===== src/rtl/stp_rx_if.sv =====
// Handshake bundle between the serial-to-parallel receive controller and its
// neighbours. The serial line, the reader acknowledge and all status and strobe
// outputs travel here; clk and n_rst stay plain ports on the controller.
// The optional parity_error signal exists only when STP_RX_PARITY_EN is defined.
interface stp_rx_if;
   logic serial_in;
   logic data_read;
   logic shift_strobe;
   logic load_buffer;
   logic busy;
   logic data_ready;
   logic framing_error;
   logic overrun_error;
`ifdef STP_RX_PARITY_EN
   logic parity_error;

   modport slave (
      input  serial_in, data_read,
      output shift_strobe, load_buffer, busy, data_ready,
             framing_error, overrun_error, parity_error
   );

   modport master (
      output serial_in, data_read,
      input  shift_strobe, load_buffer, busy, data_ready,
             framing_error, overrun_error, parity_error
   );
`else
   modport slave (
      input  serial_in, data_read,
      output shift_strobe, load_buffer, busy, data_ready,
             framing_error, overrun_error
   );

   modport master (
      output serial_in, data_read,
      input  shift_strobe, load_buffer, busy, data_ready,
             framing_error, overrun_error
   );
`endif
endinterface


===== src/rtl/stp_rx_ctrl.sv =====
// Receive sequencer for an idle-high serial line feeding a StP shift register.
// Finds the start edge, times mid-bit sampling, strobes the shift register once
// per data bit, checks the stop bit and commands the output-buffer load.
// Optional even-parity bit between data and stop: define STP_RX_PARITY_EN.
//
// state      | meaning
// -----------+-----------------------------------------------------------
// IDLE       | line idle, waiting for a high-to-low transition
// START_CHK  | half a bit after the edge, confirm the start bit is still low
// SHIFT      | one strobe per bit period, NUM_BITS strobes in total
// PARITY_CHK | sample the parity bit one bit period after the last strobe
// STOP_CHK   | sample the stop bit
// LOAD       | single cycle: copy StP contents to the output buffer
// WAIT_IDLE  | bad stop bit; hold until the line returns high
module stp_rx_ctrl #(
   parameter int NUM_BITS     = 8,
   parameter int CLKS_PER_BIT = 10
) (
   input  logic      clk,
   input  logic      n_rst,
   stp_rx_if.slave   bus
);

   localparam int TMR_W = $clog2(CLKS_PER_BIT + 1);
   localparam int CNT_W = $clog2(NUM_BITS + 1);

   localparam logic [TMR_W-1:0] T_HALF_LAST = TMR_W'(CLKS_PER_BIT / 2 - 1);
   localparam logic [TMR_W-1:0] T_BIT_LAST  = TMR_W'(CLKS_PER_BIT - 1);
   localparam logic [TMR_W-1:0] T_BIT_FULL  = TMR_W'(CLKS_PER_BIT);
   localparam logic [CNT_W-1:0] CNT_LAST    = CNT_W'(NUM_BITS - 1);

   typedef enum logic [2:0] {
      IDLE,
      START_CHK,
      SHIFT,
`ifdef STP_RX_PARITY_EN
      PARITY_CHK,
`endif
      STOP_CHK,
      LOAD,
      WAIT_IDLE
   } state_t;

   state_t           state_q, state_d;
   logic [TMR_W-1:0] timer_q, timer_d;
   logic [CNT_W-1:0] bit_cnt_q, bit_cnt_d;
   logic             strobe_q, strobe_d;
   logic             prev_q;
   logic             armed_q;
   logic             ready_q, ready_d;
   logic             ferr_q, ferr_d;
   logic             ovr_q, ovr_d;
`ifdef STP_RX_PARITY_EN
   logic             par_acc_q, par_acc_d;
   logic             perr_q, perr_d;
`endif

   logic start_det;

   // A start needs a real high-to-low transition; armed_q blocks a line that
   // has been low ever since reset from looking like one.
   assign start_det = armed_q && prev_q && !bus.serial_in;

   // Line history and all sequencer state registers.
   always_ff @(posedge clk or negedge n_rst) begin
      if (!n_rst) begin
         state_q   <= IDLE;
         timer_q   <= '0;
         bit_cnt_q <= '0;
         strobe_q  <= 1'b0;
         prev_q    <= 1'b1;
         armed_q   <= 1'b0;
         ready_q   <= 1'b0;
         ferr_q    <= 1'b0;
         ovr_q     <= 1'b0;
`ifdef STP_RX_PARITY_EN
         par_acc_q <= 1'b0;
         perr_q    <= 1'b0;
`endif
      end else begin
         state_q   <= state_d;
         timer_q   <= timer_d;
         bit_cnt_q <= bit_cnt_d;
         strobe_q  <= strobe_d;
         prev_q    <= bus.serial_in;
         armed_q   <= armed_q | bus.serial_in;
         ready_q   <= ready_d;
         ferr_q    <= ferr_d;
         ovr_q     <= ovr_d;
`ifdef STP_RX_PARITY_EN
         par_acc_q <= par_acc_d;
         perr_q    <= perr_d;
`endif
      end
   end

   // Next-state, bit timing and sticky status update.
   always_comb begin
      state_d   = state_q;
      timer_d   = timer_q + TMR_W'(1);
      bit_cnt_d = bit_cnt_q;
      strobe_d  = 1'b0;
      ready_d   = ready_q;
      ferr_d    = ferr_q;
      ovr_d     = ovr_q;
`ifdef STP_RX_PARITY_EN
      par_acc_d = par_acc_q;
      perr_d    = perr_q;
      // Fold in the same line value the StP register captures on this edge.
      if (strobe_q) begin
         par_acc_d = par_acc_q ^ bus.serial_in;
      end
`endif

      // A read in the load cycle is ignored so the fresh frame stays flagged.
      if (bus.data_read && state_q != LOAD) begin
         ready_d = 1'b0;
         ovr_d   = 1'b0;
      end

      case (state_q)
         IDLE: begin
            timer_d   = '0;
            bit_cnt_d = '0;
            if (start_det) begin
               state_d = START_CHK;
               ferr_d  = 1'b0;
`ifdef STP_RX_PARITY_EN
               perr_d    = 1'b0;
               par_acc_d = 1'b0;
`endif
            end
         end
         START_CHK: begin
            if (timer_q == T_HALF_LAST) begin
               timer_d = '0;
               state_d = bus.serial_in ? IDLE : SHIFT;
            end
         end
         SHIFT: begin
            if (timer_q == T_BIT_LAST) begin
               timer_d   = '0;
               strobe_d  = 1'b1;
               bit_cnt_d = bit_cnt_q + CNT_W'(1);
               if (bit_cnt_q == CNT_LAST) begin
`ifdef STP_RX_PARITY_EN
                  state_d = PARITY_CHK;
`else
                  state_d = STOP_CHK;
`endif
               end
            end
         end
`ifdef STP_RX_PARITY_EN
         PARITY_CHK: begin
            if (timer_q == T_BIT_LAST) begin
               timer_d = '0;
               state_d = STOP_CHK;
               if (par_acc_q ^ bus.serial_in) begin
                  perr_d = 1'b1;
               end
            end
         end
`endif
         STOP_CHK: begin
            // Sampled on the same edge phase at which the StP register
            // captures data bits, one bit period after the previous sample.
            if (timer_q == T_BIT_FULL) begin
               timer_d = '0;
               if (bus.serial_in) begin
                  state_d = LOAD;
               end else begin
                  ferr_d  = 1'b1;
                  state_d = WAIT_IDLE;
               end
            end
         end
         LOAD: begin
            timer_d = '0;
            state_d = IDLE;
            ready_d = 1'b1;
            if (ready_q && !bus.data_read) begin
               ovr_d = 1'b1;
            end
         end
         WAIT_IDLE: begin
            timer_d = '0;
            if (bus.serial_in) begin
               state_d = IDLE;
            end
         end
         default: begin
            timer_d = '0;
            state_d = IDLE;
         end
      endcase
   end

   assign bus.shift_strobe  = strobe_q;
   assign bus.load_buffer   = (state_q == LOAD);
   assign bus.busy          = (state_q != IDLE);
   assign bus.data_ready    = ready_q;
   assign bus.framing_error = ferr_q;
   assign bus.overrun_error = ovr_q;
`ifdef STP_RX_PARITY_EN
   assign bus.parity_error  = perr_q;
`endif

endmodule


===== src/flat_wrapper.sv =====
// flat-port wrapper written by rule: the top's interface ports become plain ports
module stp_rx_ctrl_flat 
#(
   parameter int NUM_BITS     = 8,
   parameter int CLKS_PER_BIT = 10
)
  (clk, n_rst, bus_serial_in, bus_data_read, bus_shift_strobe, bus_load_buffer, bus_busy, bus_data_ready, bus_framing_error, bus_overrun_error);
  stp_rx_if bus_i ();
  input  logic clk;
  input  logic n_rst;
  input wire logic [$bits(bus_i.serial_in)-1:0] bus_serial_in;
  input wire logic [$bits(bus_i.data_read)-1:0] bus_data_read;
  output wire logic [$bits(bus_i.shift_strobe)-1:0] bus_shift_strobe;
  output wire logic [$bits(bus_i.load_buffer)-1:0] bus_load_buffer;
  output wire logic [$bits(bus_i.busy)-1:0] bus_busy;
  output wire logic [$bits(bus_i.data_ready)-1:0] bus_data_ready;
  output wire logic [$bits(bus_i.framing_error)-1:0] bus_framing_error;
  output wire logic [$bits(bus_i.overrun_error)-1:0] bus_overrun_error;
  assign bus_i.serial_in = bus_serial_in;
  assign bus_i.data_read = bus_data_read;
  assign bus_shift_strobe = bus_i.shift_strobe;
  assign bus_load_buffer = bus_i.load_buffer;
  assign bus_busy = bus_i.busy;
  assign bus_data_ready = bus_i.data_ready;
  assign bus_framing_error = bus_i.framing_error;
  assign bus_overrun_error = bus_i.overrun_error;
  stp_rx_ctrl #(.NUM_BITS(NUM_BITS), .CLKS_PER_BIT(CLKS_PER_BIT)) u_core (.clk(clk), .n_rst(n_rst), .bus(bus_i));
endmodule

===== config.mk =====
export PLATFORM = sky130hd
export DESIGN_NAME = stp_rx_ctrl_flat
export DESIGN_NICKNAME = d
export VERILOG_FILES = /design/src/rtl/stp_rx_if.sv /design/src/rtl/stp_rx_ctrl.sv /design/src/flat_wrapper.sv
export SDC_FILE = /design/constraint.sdc
export NUM_CORES = 1
export LEC_CHECK = 0
export ABC_CLOCK_PERIOD_IN_PS = 5300
export CAP_MARGIN = 20
export CORE_MARGIN = 2
export CORE_UTILIZATION = 45
export DETAILED_ROUTE_END_ITERATION = 12
export DONT_BUFFER_PORTS = 1
export GPL_ROUTABILITY_DRIVEN = 0
export SYNTH_ARGS = -nofsm -noshare
export SYNTH_HDL_FRONTEND = slang
export SYNTH_SLANG_ARGS = --single-unit

===== constraint.sdc =====
create_clock -name clk -period 5.3 [get_ports clk]
set_clock_uncertainty 0.15 [all_clocks]
set_input_delay 1.325 -clock clk [delete_from_list [all_inputs] [get_ports clk]]
set_output_delay 1.325 -clock clk [all_outputs]
set_load 0.02 [all_outputs]

Word level (Yosys, flattened, before mapping)
Index checks and enable logic that the tools add are counted.
W data, S select, Z words.
- register bits after elaboration: 17
- input bits: 4
- logic and storage cells: 69
- $add $sub $neg: 2
- eq/ne operators: 17
- muxes and demuxes: 26
- bitwise gates (word level): 1
- reduce and logical (&&, ||, !) cells: 14
- operators by type and width (kind ; number):
    $mux W3 ; 6
    $mux W4 ; 4
    $pmux W3 S5 ; 1
    $pmux W4 S3 ; 1
    $mux W1 ; 11
    $ne A2 B1 Y1 const B ; 5
    $add A4 B1 Y4 const B ; 2
    $eq A4 B3 Y1 const B ; 2
    $eq A4 B4 Y1 const B ; 2
    $pmux W4 S2 ; 1
    $eq A3 B2 Y1 const B ; 2
    $eq A3 B3 Y1 const B ; 2
    $reduce_and A6 Y1 ; 1
    $reduce_bool A2 Y1 ; 3
    $logic_and A1 B1 Y1 ; 4
    $ne A2 B2 Y1 const B ; 2
    $reduce_and A4 Y1 ; 1
    $eq A3 B1 Y1 const B ; 1
    $logic_not A3 Y1 ; 1
    $ne A3 B3 Y1 const B ; 1
    $reduce_bool A3 Y1 ; 1
    $logic_not A1 Y1 ; 2
    $mux W2 ; 1
    $pmux W1 S2 ; 1
    2 further kinds ; 2

Depth between registers and ports, before layout
- depth in word-level cells: 5
- mapped depth: 6
- mapped depth without buffers: 6

Worst setup path after synthesis
OpenSTA, ideal clock, no wires.
- path kind: reg-to-output
- start: reg u_core.state_q[0]
- end: out bus_load_buffer
- arrival time: 1.180 ns
- slack: 2.645 ns
- stages on the path, launching flop included: 3
- buffers on the path: 1
- cell sequence: dfrtp_1 -> buf_2 -> nor3b_1
- word-level cells in the longest chain between the ends: 1
- ends and longest elaborated chain (item ; RTL line ; RTL):
    from (decl) ; stp_rx_ctrl.sv:44 ; state_t state_q, state_d;
    from (signal assigned) ; stp_rx_ctrl.sv:81 ; state_q <= state_d;
    $eq A3 B3 Y1 ; stp_rx_ctrl.sv:200 ; assign bus.load_buffer = (state_q == LOAD);
    to (decl) ; flat_wrapper.sv:14 ; output wire logic [$bits(bus_i.load_buffer)-1:0] bus_load_buffer;
Every way passes these cells.

Final worst setup path
- start: reg u_core.state_q[2]
- end: out bus_load_buffer
The elaborated chain is that of the path after synthesis.

==> reports/summary.txt <==
Status: complete, no violations
Via density: 5.26
Placed cell areas: 942 µm²
Max_cap viols: 0
Slowest cell on crit path: nor3b_1
Root buffer cell: clkbuf_4
Leakage power: 0.431 nW
Asr flop ratio synth: 100%
Fin area: 972 µm²
DP Wirelength: 1.08 mm
I/O pin cnt: 10
Synth Area in XOR/XNOR: 3.80%
Critical path type: register to output port
Final hold vios: 0
Synth-to-Final Area Change: 5.57%
Area leader, netlist: dfrtp_1
Yosys top cell area share: 43.5%
WP data arrival: 1670 ps
GRT Total Usage: 14.8%
Crit share post-route: 59.3%
Die area: 2420 µm²
Flop pwr share: 63.4%
Setup ws final: 2160 ps
Main combinational cell family by area after synthesis: simple AND/OR/NAND/NOR gates
Comb pwr share: 0.6%
Bufs on Longest Clock Path: 2
EDFF count, synth: 0
Num CTS Buffers: 3
Crit path cell chain: nor3b_1
#FFs+latches synth: 17
Clock share of power: 36.0%
Fraction of layout instances using a drive strength above 1: 14.8%
CTS clock-pin slew for the worst setup and hold paths: 110 ps
Via count: 605
Multiplexer share of the synthesized area: 2.72%
Simple logic cell fraction of the synthesized area: 24.0%
Final setup TNS: 0 ps
First-pass GRT wire length: 2.70 mm
CTS resizes: 0
Skew-Pair Late Insertion Delay: 300 ps
CTS tree: yes
Synth Area in Adders: 6.79%
Top cells by area, synth: dfrtp_1 (43%), ha_1 (6.8%), nor2_1 (3.7%)
# rows: 16
Vias in the first global route: 588
Largest net degree at the start of global routing: 18
Pre-CTS setup slack: 2480 ps
Worst min path class: register to register
# DRC: 0
Max Slew Vio Count: 0
Rel. slew slack: 38.3%
PwrDens: 212 nW/µm²
Sw frac: 22.3%
Internal power: 0.160 mW
H-tree Lvls: 1
Synth Instances: 86
Final period demand of the worst path: 3140 ps
Synthesized cell area: 921 µm²
Max Clk Rate: 318 MHz
Die Wd: 49.2 µm
Post-synthesis compound-gate area fraction: 13.3%
VDD IR max: 141 µV
Post-DR wirelength/cell: 13.2 µm
Startpoint types: register
Avg Cell Area, Syn: 10.7 µm²
Max Fanout on Critical Path: 11
Post-CTS setup buffers: 0
Final Util: 50.1%
RSZ-0062 raised after global routing: no
WP buf/inv: 0
Worst slew pin tran: 923 ps
Placed Cells incl. Taps: 111
Most used flip-flop cell after synthesis: dfrtp_1
Setup Viol. Count Final: 0
# clock sinks: 17
Ys Warns: 0
Initial Util: 47.4%
Die height: 49.2 µm
Max incr delay on CP: 800 ps
Core area: 1940 µm²
Hold-fix buffers, CTS: 0
Final Non-Filler Cells: 115
Post-route ant nets: 0
First DRT Iteration DRCs: 6
Initial antenna violation count: 0
WHS: 335 ps
GR Overflow Total: 0
Syn Nets: 95
ANT cells: 0
Psw: 0.0459 mW
IO Port Bufs: 0
WP data required: 3830 ps
Total wire length: 1.52 mm
Critical Path End Type: output port
Delay-heaviest family, CP: simple AND/OR/NAND/NOR gates
First-pass iteration count of the detailed router: 4
Netlist cell types: 32
Sequential share of the synthesized area: 46.3%
Final #Nets: 98
Power consumption: 0.206 mW
## state kept, by name (all words and copies together), names as in the netlist
signal / flops
u_core.bit_cnt_q: 4
u_core.timer_q: 4
u_core.state_q: 3
u_core.armed_q: 1
u_core.bus.data_ready: 1
u_core.bus.framing_error: 1
u_core.bus.overrun_error: 1
u_core.bus.shift_strobe: 1
u_core.prev_q: 1
## synthesized netlist by cell type (2+ instances only)
| master | instances |
|---|---|
| inv_1 | 4 |
| nand3b_1 | 4 |
| dfrtp_1 | 16 |
| nor3_1 | 2 |
| a21o_1 | 2 |
| a21oi_1 | 3 |
| nor2_1 | 9 |
| xor2_1 | 2 |
| nand3_1 | 3 |
| o21ai_0 | 5 |
| xnor2_1 | 2 |
| nand2_1 | 8 |
| nor3b_1 | 2 |
| and3b_1 | 2 |
| ha_1 | 5 |
## cell type report
type	instances	area [µm²]
fill	180	970
tap	27	33.8
multi-input combinational	63	467
inverter	4	15.0
sequential	17	427
clock inverter	1	7.51
clock buffer	3	22.5
## layout by cell type (no fill, tap or decap), drive strengths merged
cell type  netlist  final
nand3b           4      4
mux2             1      1
o41ai            1      1
nor2b            1      1
xnor2            2      2
clkinvlp         0      1
ha               5      5
a22o             1      1
nor3b            2      2
or2b             1      1
nand4b           1      1
a21o             2      2
a21oi            3      3
nand2            8      8
a22oi            1      1
nand2b           1      1
and3b            2      2
o21ai            5      5
o32ai            1      1
or2              1      1
mux2i            1      1
xor2             2      2
nor3             2      2
nand3            3      3
or3b             2      2
clkbuf           0      3
nor2             9      9
inv              4      4
dfstp            1      1
a31o             1      1
dfrtp           16     16
## power by group through the flow
stage | logic [mW] | registers (mW) | clock network [mW]
final | 0.00113 | 0.130 | 0.0741
after detailed placement | 0.00112 | 0.133 | 0
after global routing | 0.00134 | 0.131 | 0.0853
after global placement | 0.00114 | 0.133 | 0
after floorplan | 0.000985 | 0.133 | 0
after CTS | 0.00113 | 0.131 | 0.0775
## worst register-to-register path, cell delays in order, from the launching register on
cell      delay, ps
dfrtp_1         430
inv_1           100
ha_1            210
and3b_1         200
o32ai_4         290
nand4b_4        200
mux2_4          300
## cells by family after synthesis
family / after synthesis
AND/OR/NAND/NOR: 37
flip-flops: 17
multiplexers: 2
AO/OA/AOI/OAI: 15
XOR/XNOR: 4
buffers and inverters: 6
adder cells (fa/ha/maj): 5
## routing by layer
layer,global-route usage [%],wire length (µm)
met5,0,0
met4,10.0,47
met3,2.76,44
met2,22.7,689
met1,18.8,738
## final timing paths
check / start / endpoint / slack (ps) / cells after the start
max in group asynchronous: n_rst / u_core.prev_q / 4290 / 0
setup reg to reg: u_core.timer_q[0] / u_core.state_q[0] / 3330 / 6
setup / recovery: u_core.state_q[2] / bus_load_buffer / 2160 / 1
hold / removal: u_core.armed_q / u_core.armed_q / 340 / 1
min in group asynchronous: n_rst / u_core.bit_cnt_q[2] / 550 / 0
hold reg to reg: u_core.armed_q / u_core.armed_q / 340 / 1
Note: power is estimated with default switching activity, not from simulation.
